$ cat src/rtl/token_event_logger.sv
// token_event_logger
// Timestamps single-cycle token_start / token_end pulses from the event
// processor core and queues them in a small FIFO drained over valid/ready.
// Events that arrive while the FIFO is full are dropped and counted.
//
// Build option: define TOKEN_LOGGER_DELTA_EN to report evt_time as the delta
// from the previous accepted entry instead of the absolute timestamp.
//
// Ports:
//   clk          clock, all logic on posedge
//   rst_n        synchronous active-low reset
//   token_start  start pulse from the core
//   token_end    end pulse from the core
//   evt_valid    head entry available
//   evt_ready    consumer accepts head when evt_valid && evt_ready
//   evt_kind     head kind: 01 start, 10 end, 11 collision
//   evt_time     head timestamp (absolute or delta)
//   evt_count    FIFO occupancy, 0..2^DEPTH_BITS
//   overflow     sticky, set on the first dropped event
//   drop_count   dropped events, saturating at 255
module token_event_logger #(
    parameter int unsigned TS_BITS    = 8,
    parameter int unsigned DEPTH_BITS = 2
) (
    input  logic                  clk,
    input  logic                  rst_n,
    input  logic                  token_start,
    input  logic                  token_end,
    output logic                  evt_valid,
    input  logic                  evt_ready,
    output logic [1:0]            evt_kind,
    output logic [TS_BITS-1:0]    evt_time,
    output logic [DEPTH_BITS:0]   evt_count,
    output logic                  overflow,
    output logic [7:0]            drop_count
);

    localparam int unsigned DEPTH      = 1 << DEPTH_BITS;
    localparam int unsigned CNT_BITS   = DEPTH_BITS + 1;
    localparam int unsigned ENTRY_BITS = 2 + TS_BITS;

    logic [ENTRY_BITS-1:0] mem [DEPTH];
    logic [DEPTH_BITS-1:0] wr_ptr;
    logic [DEPTH_BITS-1:0] rd_ptr;
    logic [TS_BITS-1:0]    ts;

    logic                  push_req;
    logic                  push;
    logic                  pop;
    logic                  full;
    logic                  drop;
    logic [TS_BITS-1:0]    entry_time;
    logic [ENTRY_BITS-1:0] push_entry;
    logic [DEPTH_BITS-1:0] wr_ptr_nxt;
    logic [DEPTH_BITS-1:0] rd_ptr_nxt;
    logic [CNT_BITS-1:0]   count_nxt;
    logic [ENTRY_BITS-1:0] head_nxt;
    logic [7:0]            drop_count_nxt;

`ifdef TOKEN_LOGGER_DELTA_EN
    // ts of the last accepted push; dropped events never move it
    logic [TS_BITS-1:0]    ref_ts;

    always_ff @(posedge clk) begin
        if (!rst_n) begin
            ref_ts <= '0;
        end else if (push) begin
            ref_ts <= ts;
        end
    end

    always_comb begin
        entry_time = ts - ref_ts;
    end
`else
    always_comb begin
        entry_time = ts;
    end
`endif

    // Push/pop decision, next pointers, occupancy and next head entry
    always_comb begin
        push_req       = token_start | token_end;
        pop            = evt_valid & evt_ready;
        full           = (evt_count == CNT_BITS'(DEPTH));
        push           = push_req & (~full | pop);
        drop           = push_req & full & ~pop;
        push_entry     = {token_end, token_start, entry_time};
        wr_ptr_nxt     = wr_ptr;
        rd_ptr_nxt     = rd_ptr;
        count_nxt      = evt_count;
        drop_count_nxt = drop_count;
        head_nxt       = '0;

        if (push) begin
            wr_ptr_nxt = wr_ptr + DEPTH_BITS'(1);
        end
        if (pop) begin
            rd_ptr_nxt = rd_ptr + DEPTH_BITS'(1);
        end

        case ({push, pop})
            2'b10:   count_nxt = evt_count + CNT_BITS'(1);
            2'b01:   count_nxt = evt_count - CNT_BITS'(1);
            default: count_nxt = evt_count;
        endcase

        if (drop && (drop_count != 8'hFF)) begin
            drop_count_nxt = drop_count + 8'd1;
        end

        // The new head may be the entry being written this cycle (FIFO was
        // empty, or held only the entry being popped); otherwise it is in mem.
        if (count_nxt == '0) begin
            head_nxt = '0;
        end else if (push && (rd_ptr_nxt == wr_ptr)) begin
            head_nxt = push_entry;
        end else begin
            head_nxt = mem[rd_ptr_nxt];
        end
    end

    // Storage array; contents are don't-care once the pointers are cleared
    always_ff @(posedge clk) begin
        if (rst_n && push) begin
            mem[wr_ptr] <= push_entry;
        end
    end

    // Control state and registered outputs
    always_ff @(posedge clk) begin
        if (!rst_n) begin
            ts         <= '0;
            wr_ptr     <= '0;
            rd_ptr     <= '0;
            evt_count  <= '0;
            evt_valid  <= 1'b0;
            evt_kind   <= 2'b00;
            evt_time   <= '0;
            overflow   <= 1'b0;
            drop_count <= 8'd0;
        end else begin
            ts         <= ts + TS_BITS'(1);
            wr_ptr     <= wr_ptr_nxt;
            rd_ptr     <= rd_ptr_nxt;
            evt_count  <= count_nxt;
            evt_valid  <= (count_nxt != '0);
            evt_kind   <= head_nxt[ENTRY_BITS-1 -: 2];
            evt_time   <= head_nxt[TS_BITS-1:0];
            overflow   <= overflow | drop;
            drop_count <= drop_count_nxt;
        end
    end

endmodule
$ cat config.mk
export PLATFORM = sky130hd
export DESIGN_NAME = token_event_logger
export DESIGN_NICKNAME = d
export VERILOG_FILES = /design/src/rtl/token_event_logger.sv
export SDC_FILE = /design/constraint.sdc
export NUM_CORES = 1
export LEC_CHECK = 0
export ABC_AREA = 0
export BUFFER_PORTS_ARGS = -buffer_cell sky130_fd_sc_hd__buf_2
export CAP_MARGIN = 20
export CORE_MARGIN = 4
export CORE_UTILIZATION = 45
export CTS_BUF_LIST = sky130_fd_sc_hd__clkbuf_4
export CTS_CLUSTER_DIAMETER = 80
export DETAILED_ROUTE_END_ITERATION = 10
export RECOVER_POWER = 25
export SETUP_SLACK_MARGIN = 0.02
export SLEW_MARGIN = 20
export SYNTH_ARGS = -nofsm -noshare
export SYNTH_HDL_FRONTEND = slang
export SYNTH_SLANG_ARGS = --single-unit
$ cat constraint.sdc
create_clock -name clk -period 5.2 [get_ports clk]
set_input_delay 0.52 -clock clk [delete_from_list [all_inputs] [get_ports clk]]
set_output_delay 0.52 -clock clk [all_outputs]
set_load 0.02 [all_outputs]
* Yosys cells after proc, flatten, opt, wreduce, memory -nomap -nowiden
Memories as Yosys holds them, arrays and structs flattened. A register that Yosys moved wholly into a read port is not among the register bits.
Index checks and enable logic that the tools add are counted.
** Word-level totals
- Flip-flop bits (word level) :: 25
- Memory bits (writable) :: 40
- Output and inout port bits :: 23
- Word-level logic and storage cells :: 37
- Memories kept :: 1
- Input port bits :: 5
** Memory list
- mem :: depth 4, bits a word 10, rd ports 1, clocked after memory_dff 1, wr ports 1, line 42 : logic [ENTRY_BITS-1:0] mem [DEPTH];
** Operators by class
- $add $sub $neg :: 6
- Reduce and logical (&&, ||, !) cells :: 5
- Muxes and demuxes :: 4
- Equal/unequal tests :: 4
- Bitwise operators :: 10
** Operators by type and width (number)
- 8-bit by 1-bit adder with 8-bit output (second input constant) :: 2
- 8-bit inequality test (second input constant) :: 1
- 3-bit one-hot mux with 2 select lines :: 1
- 2-bit by 1-bit adder with 2-bit output (second input constant) :: 2
- 1-bit AND :: 4
- 3-bit by 1-bit adder with 3-bit output (second input constant) :: 1
- 3-bit == test (second input constant) :: 1
- 3-bit logical NOT :: 1
- 1-bit inverter :: 3
- 1-bit OR :: 3
- 3-bit nonzero test :: 1
- 3-bit by 1-bit subtractor with 3-bit output (second input constant) :: 1
- 2-bit by 1-bit == test with 1-bit output (second input constant) :: 1
- 2-bit == test (second input constant) :: 1
- 1-bit logical AND :: 2
- 1-bit 2-to-1 mux :: 2
- 2-bit 2-to-1 mux :: 1
- 2-bit OR reduction :: 1

* Longest topological paths before layout
Gate-level depths: netlist (run 1).
- Depth in word-level cells :: 8
- Gate-level depth with buffers :: 7
- Mapped depth without buffers :: 6

* Worst setup path before layout (run 1)
No wires, ideal clock.
- Path type :: input -> register
- Start :: input token_start
- End :: register evt_kind[0]
- Library setup time :: 0.122 ns
- Path buffers :: 1
- Stages :: 7
- Slack :: 3.149 ns
- Data required time :: 5.078 ns
- Data arrival time :: 1.929 ns
- Cell sequence :: and4bb_1 > fa_1 > and3_1 > o211a_1 > a211oi_2 > buf_2 > a21oi_1
** On the way
- Word-level cells in the longest chain between the ends :: 6
- Elaborated cells between the ends (all ways) :: 7
- Those cells by class :: eq/ne (2); mux (1); bitwise (2); reduce/logical (2)
** Ends and longest elaborated chain
- start: declaration :: line 27 : input logic token_start,
- 1-bit OR * :: line 83 : push_req = token_start | token_end;
- 1-bit AND * :: line 86 : push = push_req & (~full | pop);
- 2-bit by 1-bit == test with 1-bit output / 2-bit == test (equally long branches) :: line 102 : case ({push, pop})
- 3-bit one-hot mux with 2 select lines * :: line 102
- 3-bit logical NOT * :: line 114 : if (count_nxt == '0) begin
- 2-bit OR reduction (no source line) *
- end signal: assignment :: line 148 : evt_kind <= head_nxt[ENTRY_BITS-1 -: 2];
- end: declaration :: line 31 : output logic [1:0] evt_kind,
Every way passes the cells marked *; elsewhere a longest branch is shown, timed or not.
A chain may end at the register's enable or synchronous reset.

* Worst setup path after layout (run 1)
- Start :: input token_start
- End :: register evt_time[5]
** On the way
- Word-level cells in the longest chain between the ends :: 6
- Elaborated cells between the ends (all ways) :: 7
- Those cells by class :: eq/ne (2); mux (1); bitwise (2); reduce/logical (2)
** Ends and longest elaborated chain
- 1-bit OR * :: line 83
- 1-bit AND * :: line 86
- 2-bit by 1-bit == test with 1-bit output / 2-bit == test (equally long branches) :: line 102
- 3-bit one-hot mux with 2 select lines * :: line 102
- 3-bit logical NOT * :: line 114
- 2-bit OR reduction (no source line) *
- end signal: assignment :: line 149 : evt_time <= head_nxt[TS_BITS-1:0];
- end: declaration :: line 32 : output logic [TS_BITS-1:0] evt_time,
Marked as above.

==> metrics.txt, run 1 <==
setup tns final=0 ns; postcts setup bufs=0; ANT cells=0; post-synth top area cell=edfxtp_1; worst-skew pair later-pin latency=about 0.41 ns; Worst VDD drop=0.143 mV; largest net degree at the start of global routing=23; Seq/Total Area, Yosys=roughly 56%; Inserted Clock Buffers=9; post-route clock period utilization=47.0%; Post-CTS Hold Buffers=0; most frequent cells in the layout=40 x edfxtp_1, 35 x dfxtp_1, 25 x buf_2; internal power=0.00105 W; Startpoint Class=primary input; die area=0.00898 mm²; Overflow after GRT=0; reg2reg start=evt_valid$_SDFF_PN0_; clk sink count=between 70 and 80; share of cells above drive strength 1=between 20% and 30%; Gate Count Post-Synth=246; Area Growth Syn to Fin=9.56%; post-synth design cell area=between 0.003 and 0.004 mm²; Leak=approximately 1.4 nW; Reg clk slew, reported paths=between 0.1 and 0.15 ns; Yosys reg bits=between 70 and 80; crit path max fanout=11; core area=around 0.0073 mm²; sw power=0.000494 W; nature of the critical path endpoint=flop; global-route usage over all layers=around 16%; Rows=31; FF-to-FF End=evt_time[5]$_SDFF_PP0_; number of port buffers=27; Max-Slew Margin vs Limit=about half; status=finished, final reports clean; RSZ-0062 raised after global routing=no; fillers=roughly 670; first-pass GRT wire length=between 10 and 15 mm; origin of the worst setup path=token_start; fin nets=286; minimum clock period=~2.4 ns; Clock Skew=approximately 0.014 ns; DP HPWL=4.38 mm; initial antenna violation count=0; Synth Warn #=0; commonest non-fill, non-tap cell in the layout=edfxtp_1; Worst Path Required=approximately 5.5 ns; switch share=31.9%; DR WL/cell=around 17 µm; vias in the first global route=between 2000 and 2500; Synth async-reset ratio=0%; clock root buffer=clkbuf_4; clock network power share=approximately 22%; Via Count=about 2000; Final Cell Area=between 0.003 and 0.004 mm²; WP data arrival=2.72 ns; drt drc=0; Net Count, Synth=between 200 and 300; FMAX=~410 MHz; Distinct cells, synth=41; Fin. Hold Viols=0; Post-synth EDFFs=40; Die X=approximately 95 µm; final wirelength=6.56 mm; P per Cell Area=417 mW/mm²; Area after DPL=about 0.0036 mm²; # setup viols final=0; Reg power frac=between 40 and 50%; DR vias/cell=5.37; top_reg_cell synth=edfxtp_1; max-cap viol count=0; Boundary Pins=28; Worst Hold Class=primary input to flop; Placer Congestion=around 0.89; CTS tree=yes; maximum buffer depth of the clock tree=2; Final Max Slew Viols=0; worst slew pin tran=0.741 ns; Chip Height=~95 µm; DRT iter0 DRCs=53; Worst Setup EP=evt_time[5]$_SDFF_PP0_; combinational cell fraction of total power=28.9%; starting density of the core=around 46%; post-synth top area share=a little over a third; H-tree depth=3; first-pass detailed-route iteration total=4; worst-case reg-to-reg path depth=5; path type of the worst setup path=primary input to flop; Post-CTS Resized=0; Synth area leaders=edfxtp_1 35%, dfxtp_1 21%, mux4_2 13%; Final ANT Viol Nets=0; Mean Syn Cell Area=13.8 µm²; R2R Setup Slk=~2.8 ns
## stage by stage
| step | setup WS [ns] | power (W) | hold slack (ns) | utilization [%] | cells |
|---|---|---|---|---|---|
| floorplan | 3.15 | 0.00112 | 0.460 | - | 246 |
| global placement | 2.57 | 0.00123 | 0.459 | 49.2 | 362 |
| detailed placement | 2.56 | 0.00123 | 0.461 | 49.2 | 362 |
| CTS | 2.79 | 0.00156 | 0.391 | 50.9 | 377 |
| global route | 2.62 | 0.00163 | 0.421 | 50.9 | 377 |
| finish | 2.75 | 0.00155 | 0.436 | 50.9 | 377 |
## critical path, stage by stage
cell and delay [ns]:
clkbuf_1 0.31, and4bb_1 0.31, fa_1 0.39, and3_1 0.17, o211a_1 0.26, a211oi_2 0.60
a21oi_1 0.17
## worst min-delay path by stage
stage                                  start                        to  slack (ns)  depth (start not counted)
global route                           rst_n      rd_ptr[0]$_SDFF_PN0_        0.42                          2
floorplan           entry_time[0]$_SDFF_PN0_  entry_time[0]$_SDFF_PN0_        0.46                          1
CTS                                token_end       mem[1][9]$_DFFE_PP_        0.39                          1
global placement         overflow$_SDFF_PN0_       overflow$_SDFF_PN0_        0.46                          2
finish                                 rst_n      rd_ptr[0]$_SDFF_PN0_        0.44                          2
detailed placement       overflow$_SDFF_PN0_       overflow$_SDFF_PN0_        0.46                          2
## state kept, by name (all words and copies together) (netlist names)
| name | flops |
|---|---|
| evt_time | 8 |
| rd_ptr | 2 |
| wr_ptr | 2 |
| overflow | 1 |
| entry_time | 8 |
| drop_count | 8 |
| mem | 40 |
| evt_valid | 1 |
| evt_kind | 2 |
| evt_count | 3 |
## cell type report
cell class	instances	area, µm²	area share [%]
Sequential cell	75	1900	51.2
Multi-Input combinational cell	153	1400	37.6
Timing Repair Buffer	28	140	3.77
Tap cell	99	124	3.34
Clock buffer	11	82.6	2.22
Clock inverter	4	42.5	1.15
Inverter	7	26.3	0.708
## logic make-up (layout without fill, tap and decap cells)
group	count (synthesis)	count (layout)	synth area share, %
flops	75	75	56.1
mux	41	41	20.0
fa+ha+maj	7	7	2.81
compound gates	27	27	5.06
xor+xnor	17	17	4.39
buf+inv	18	50	2.70
simple gates	61	61	8.94
## metal layers
layer	vias up	global-route usage [%]	wire (µm)
li1	979	-	-
met1	1004	20.5	3020
met2	33	25.9	3200
met3	9	4.22	256
met4	0	6.13	80
met5	-	0	0
## power groups by stage
stage | Clock [W] | Combinational, W | Sequential [W]
after floorplan | 0 | 0.000296 | 0.000819
after global placement | 0 | 0.000449 | 0.000779
after detailed placement | 0 | 0.000449 | 0.000781
after CTS | 0.000345 | 0.000452 | 0.000767
after global routing | 0.000366 | 0.000488 | 0.000776
final | 0.000335 | 0.000447 | 0.000765
## cells in the mapped netlist (6+ instances only)
master and n:
mux4_2 19, ha_1 6, xor2_1 6, xnor2_1 11, dfxtp_1 35, nor2_1 24, and3_1 7, mux2_2 10
inv_1 6, nand2_1 6, a21oi_1 15, mux2i_1 11, nand3_1 9, edfxtp_1 40
(Power assumes the default switching activity.)
==> run 2, diff against run 1 <==
--- a/config.mk
+++ b/config.mk
@@ -5,7 +5,7 @@
 export SDC_FILE = /design/constraint.sdc
 export NUM_CORES = 1
 export LEC_CHECK = 0
-export ABC_AREA = 0
+export ABC_AREA = 1
 export BUFFER_PORTS_ARGS = -buffer_cell sky130_fd_sc_hd__buf_2
 export CAP_MARGIN = 20
 export CORE_MARGIN = 4
@@ -13,6 +13,7 @@
 export CTS_BUF_LIST = sky130_fd_sc_hd__clkbuf_4
 export CTS_CLUSTER_DIAMETER = 80
 export DETAILED_ROUTE_END_ITERATION = 10
+export PLACE_DENSITY = 0.65
 export RECOVER_POWER = 25
 export SETUP_SLACK_MARGIN = 0.02
 export SLEW_MARGIN = 20
==> constraint.sdc (replaced) <==
create_clock -name clk -period 2.2 [get_ports clk]
set_input_delay 0.22 -clock clk [delete_from_list [all_inputs] [get_ports clk]]
set_output_delay 0.22 -clock clk [all_outputs]
set_load 0.02 [all_outputs]
==> metrics.txt, run 2 <==
Met3 Routed Length=roughly 310 µm; Clock Skew=just over 0.02 ns; status=finished, final reports clean; P per Cell Area=approximately 1000 mW/mm²; starting density of the core=between 40% and 50%; top_reg_cell synth=edfxtp_1; Post-Synth Adder-Cell Area=approximately 2.7%; largest net degree at the start of global routing=23; M1 WL=about 3.4 mm; Net Count, Synth=395; worst-skew pair later-pin latency=0.42 ns; vias in the first global route=about 2300; top cells by count, synth=84 x nand2_1, 58 x inv_1, 41 x nand3_1; most frequent cells in the layout=84 x nand2_1, 58 x inv_1, 41 x nand3_1; CTS tree=yes; Distinct cells, synth=31; DR vias/cell=roughly 4.9; Inserted Clock Buffers=9; count leader, synth=nand2_1; Final ANT Viol Nets=0; Gate Count Post-Synth=383; Synth Warn #=0; DP HPWL=roughly 4.5 mm; die area=0.00918 mm²; postcts setup bufs=0; fin nets=430; R2R Setup Slk=roughly 0.39 ns; clock root buffer=clkbuf_4; CP cell instances=nand2_4 > nor2_4 > fa_1 > inv_1 > nand2_1 > nand3_1 > nand2_1 > nor2_2 > buf_4 > nor2_2; DR WL/cell=about 13 µm; Final Max Slew Viols=0; Max-Slew Margin vs Limit=approximately 74%; Seq/Total Area, Yosys=54.8%; Die X=95.8 µm; Synth area leaders=edfxtp_1 35%, dfxtp_1 20%, nand2_1 9.1%; Post-synth EDFFs=40; RSZ-0062 raised after global routing=no; path type of the worst setup path=flop to flop; post-synth top area share=between 30% and 40%; Placer Congestion=approximately 0.79; largest family of logic cells by synthesized area=simple AND/OR/NAND/NOR gates; Most flops, register=mem; core area=~0.0074 mm²; global-route usage over all layers=16.2%; Rows=31; Worst Hold Class=primary input to flop; crit path max fanout=11; Worst path max stage delay=roughly 0.44 ns; worst slew pin tran=0.389 ns; met2 wire length=between 2 and 3 mm; share of cells above drive strength 1=about a fifth; ANT cells=0; post-synthesis mux area share=0%; post-route clock period utilization=between 80 and 90%; Startpoint Class=flop; H-tree depth=3; Worst Path Required=about 2.5 ns; DRT iter0 DRCs=87; Post-CTS Resized=0; hold_ws=between 0.1 and 0.15 ns; nature of the critical path endpoint=flop; max-cap viol count=0; commonest non-fill, non-tap cell in the layout=nand2_1; first-pass GRT wire length=between 10 and 15 mm; Mean Syn Cell Area=around 9.1 µm²; minimum clock period=roughly 1.8 ns; # setup viols final=0; Via Count=roughly 2500; initial antenna violation count=0; Reg clk slew, reported paths=0.13 ns; first-pass detailed-route iteration total=4; Synth async-reset ratio=0%; WP data arrival=~2.1 ns; Yosys reg bits=75; Leak=1.74 nW; Synth Area in Simple Gates=between 20% and 30%; Post-Synth XOR/XNOR Area=about 1.3%; post-synth design cell area=0.00347 mm²; setup tns final=0 ns; compound-cell area share of the yosys netlist=2.96%; Post-CTS Hold Buffers=0; Area Growth Syn to Fin=11.7%; uppermost layer routed=met4; FMAX=around 550 MHz; number of port buffers=27; post-synth top area cell=edfxtp_1; Fin. Hold Viols=0; final wirelength=between 6 and 7 mm; clk sink count=75; Largest register FFs=40; drt drc=0; Boundary Pins=28; Worst VDD drop=about 0.33 mV; critical path's slowest cell=dfxtp_1; Overflow after GRT=0; maximum buffer depth of the clock tree=2; Chip Height=between 90 and 100 µm
[run 2: cell count changes after synthesis, moves of 11 or more]
cell      change
inv_1        +52
nand2_1      +78
mux2i_1      -11
nand3_1      +32
nor2_2       +12
mux4_2       -19
nand3b_1     +21
[run 2: layout make-up]
type / instances / area (µm²)
tap: 99 / 124
inverter: 61 / 229
clock buffer: 11 / 82.6
multi-input combinational: 234 / 1250
timing repair buffer: 37 / 208
sequential: 75 / 1900
fill: 710 / 3490
clock inverter: 5 / 77.6
[run 2: worst paths after layout]
check / from / end / depth (start not counted)
max: evt_valid$_SDFF_PN0_ / evt_time[5]$_SDFF_PP0_ / 10
min: token_start / mem[2][8]$_DFFE_PP_ / 1
max reg2reg: evt_valid$_SDFF_PN0_ / evt_time[5]$_SDFF_PP0_ / 10
min reg2reg: overflow$_SDFF_PN0_ / overflow$_SDFF_PN0_ / 2
[run 2: stage by stage]
stage	util, %	setup WS (ns)	total power (W)	area [µm²]	std cells
after floorplan	-	0.367	0.00275	3470	383
after global placement	50.5	0.381	0.00306	3720	506
after detailed placement	50.5	0.342	0.00307	3720	506
after CTS	52.6	0.380	0.00402	3880	522
after global routing	52.6	0.218	0.00424	3880	522
final	52.6	0.386	0.00397	3880	522
[run 2: routing by layer]
| metal | up-vias | GRT usage, % |
|---|---|---|
| met2 | 57 | 24.3 |
| met1 | 1169 | 22.5 |
| met4 | 0 | 6.40 |
| li1 | 1297 | - |
| met3 | 16 | 4.14 |
| met5 | - | 0 |
[run 2: power by group]
part,internal (W),switching [W]
combinational,0.000418,0.000858
clock,0.000483,0.000467
sequential,0.00166,0.0000909
total,0.00256,0.00142
[run 2: logic make-up (layout without fill, tap and decap cells)]
kind of cell | count (synthesis) | in the layout
fa+ha+maj | 7 | 7
flops | 75 | 75
simple gates | 203 | 203
buf+inv | 74 | 114
compound gates | 19 | 19
xor+xnor | 5 | 5
[run 2: worst max-delay path, delay by kind of cell (launching register included)]
family	cells	cell delay, ns
simple gates	7	0.58
flops	1	0.44
fa+ha+maj	1	0.42
buf+inv	2	0.28
==> run 3, diff against run 2 <==
--- a/config.mk
+++ b/config.mk
@@ -13,7 +13,6 @@
 export CTS_BUF_LIST = sky130_fd_sc_hd__clkbuf_4
 export CTS_CLUSTER_DIAMETER = 80
 export DETAILED_ROUTE_END_ITERATION = 10
-export PLACE_DENSITY = 0.65
 export RECOVER_POWER = 25
 export SETUP_SLACK_MARGIN = 0.02
 export SLEW_MARGIN = 20
==> constraint.sdc (replaced) <==
create_clock -name clk -period 1.9 [get_ports clk]
set_input_delay 0.19 -clock clk [delete_from_list [all_inputs] [get_ports clk]]
set_output_delay 0.19 -clock clk [all_outputs]
set_load 0.02 [all_outputs]
==> metrics.txt, run 3 (synthesis gave the netlist of run 2 again) <==
# setup viols final=0; Inserted Clock Buffers=9; Overflow after GRT=0; first-pass detailed-route iteration total=4; Leak=roughly 1.7 nW; Max-Slew Margin vs Limit=between 70% and 80%; final wirelength=roughly 6.6 mm; DP HPWL=approximately 4.6 mm; sw power=roughly 0.0016 W; drt drc=0; Chip Height=~96 µm; path type of the worst setup path=flop to flop; commonest non-fill, non-tap cell in the layout=nand2_1; DR vias/cell=4.75; Rows=31; RSZ-0062 raised after global routing=no; worst slew pin tran=roughly 0.36 ns; die area=0.00918 mm²; hold_sp=token_end; R2R Setup Slk=around 0.14 ns; status=finished, final reports clean; clock network power share=a little under a fifth; Final Max Slew Viols=0; Worst VDD drop=between 0.3 and 0.4 mV; combinational cell fraction of total power=between 30% and 40%; Worst Hold Class=primary input to flop; Boundary Pins=28; FF-to-FF End=evt_time[1]$_SDFF_PP0_; DR WL/cell=between 10 and 15 µm; Die X=roughly 96 µm; worst-skew pair later-pin latency=a little over 0.4 ns; setup tns final=0 ns; Startpoint Class=flop; share of cells above drive strength 1=between 15 and 20%; starting density of the core=a little under half; reg2reg start=evt_valid$_SDFF_PN0_; postcts setup bufs=0; initial antenna violation count=0; Placer Congestion=0.780; Fin. Hold Viols=0; switch share=between 30% and 40%; Area Growth Syn to Fin=11.3%; Reg clk slew, reported paths=around 0.11 ns; clk sink count=75; first-pass GRT wire length=roughly 11 mm; DRT iter0 DRCs=116; WP data arrival=between 2 and 2.5 ns; largest net degree at the start of global routing=22; maximum buffer depth of the clock tree=2; Via Count=2498; Worst Hold Depth=1; max-cap viol count=0; P per Cell Area=between 1000 and 1500 mW/mm²; fin nets=between 400 and 500; internal power=~0.0027 W; Hold Crit Endpoint=mem[2][9]$_DFFE_PP_; Post-CTS Hold Buffers=0; worst-case reg-to-reg path depth=10; nature of the critical path endpoint=flop; crit path max fanout=11; Largest register FFs=40; Clock Skew=0.0237 ns; number of port buffers=27; Worst Path Required=around 2.2 ns; Most flops, register=mem; vias in the first global route=roughly 2300; global-route usage over all layers=between 15 and 20%; FMAX=around 570 MHz; clock root buffer=clkbuf_4; CTS tree=yes; minimum clock period=approximately 1.8 ns; ANT cells=0; most frequent cells in the layout=84 x nand2_1, 58 x inv_1, 41 x nand3_1; Final ANT Viol Nets=0; H-tree depth=3; Total Power=0.00434 W; post-route clock period utilization=between 90% and 100%; Reg power frac=a little under half; core area=approximately 0.0074 mm²
[run 3: cell count changes in the layout (fill, tap and decap cells not counted), sizes merged]
cell	before	now
clkbuf	13	11
clkinvlp	1	0
inv	61	63
bufinv	2	0
buf	35	39
clkinv	2	5
[run 3: layer usage]
metal / track usage [%] / routed length [µm] / part of all wire (%)
met3: 3.05 / 233 / 3.5
met4: 7.70 / 89 / 1.3
met1: 22.3 / 3250 / 49
met2: 25.1 / 3070 / 46
met5: 0 / 0 / 0
[run 3: metrics by stage]
| step | instances | utilization [%] | setup WS (ns) | hold WS, ns | instance area [µm²] |
|---|---|---|---|---|---|
| after floorplan | 383 | - | 0.0667 | 0.289 | 3470 |
| after global placement | 510 | 51.1 | 0.152 | 0.444 | 3760 |
| after detailed placement | 510 | 51.1 | 0.0657 | 0.453 | 3760 |
| after CTS | 526 | 52.4 | 0.0567 | 0.0134 | 3860 |
| after global routing | 526 | 52.4 | 0.0482 | 0.0927 | 3860 |
| final | 526 | 52.4 | 0.142 | 0.119 | 3860 |
[run 3: power groups by stage]
stage                     registers [W]  logic, W  clock network (W)
final                           0.00203   0.00153           0.000785
after global routing            0.00205   0.00174           0.000906
after CTS                       0.00203   0.00156           0.000818
after detailed placement        0.00207   0.00155                  0
after global placement          0.00206   0.00154                  0
after floorplan                 0.00222  0.000970                  0
[run 3: layout make-up]
cell class / count / area, µm²
clock buffers: 9 / 67.6
well taps: 99 / 124
multi-input cells: 234 / 1250
flip-flops and latches: 75 / 1900
clock inverters: 7 / 33.8
fillers: 712 / 3510
repair buffers: 41 / 250
inverters: 61 / 229
[run 3: critical path: stages (launching register included)]
cell	delay [ns]
dfxtp_2	0.39
nand2_4	0.10
nor2_4	0.16
fa_1	0.42
inv_1	0.06
nand2_1	0.05
nand3_1	0.08
nand2_1	0.07
nor2_2	0.12
buf_12	0.16
nor2_1	0.05
[run 3: worst max path at each step]
stage	to	slack, ns	depth (start not counted)	from
2_1_floorplan	evt_kind[0]$_SDFF_PP0_	0.07	10	evt_valid$_SDFF_PN0_
3_3_place_gp	evt_time[1]$_SDFF_PP0_	0.15	10	evt_valid$_SDFF_PN0_
3_5_place_dp	evt_time[1]$_SDFF_PP0_	0.07	10	evt_valid$_SDFF_PN0_
4_1_cts	evt_time[1]$_SDFF_PP0_	0.06	10	evt_valid$_SDFF_PN0_
5_1_grt	evt_time[1]$_SDFF_PP0_	0.05	10	evt_valid$_SDFF_PN0_
6_report	evt_time[1]$_SDFF_PP0_	0.14	10	evt_valid$_SDFF_PN0_
[run 3: timing repair]
item / in CTS / in global routing
resized for setup: 0 / 1
setup endpoints to repair: 0 / 11
endpoints found under the hold margin: 0 / 0
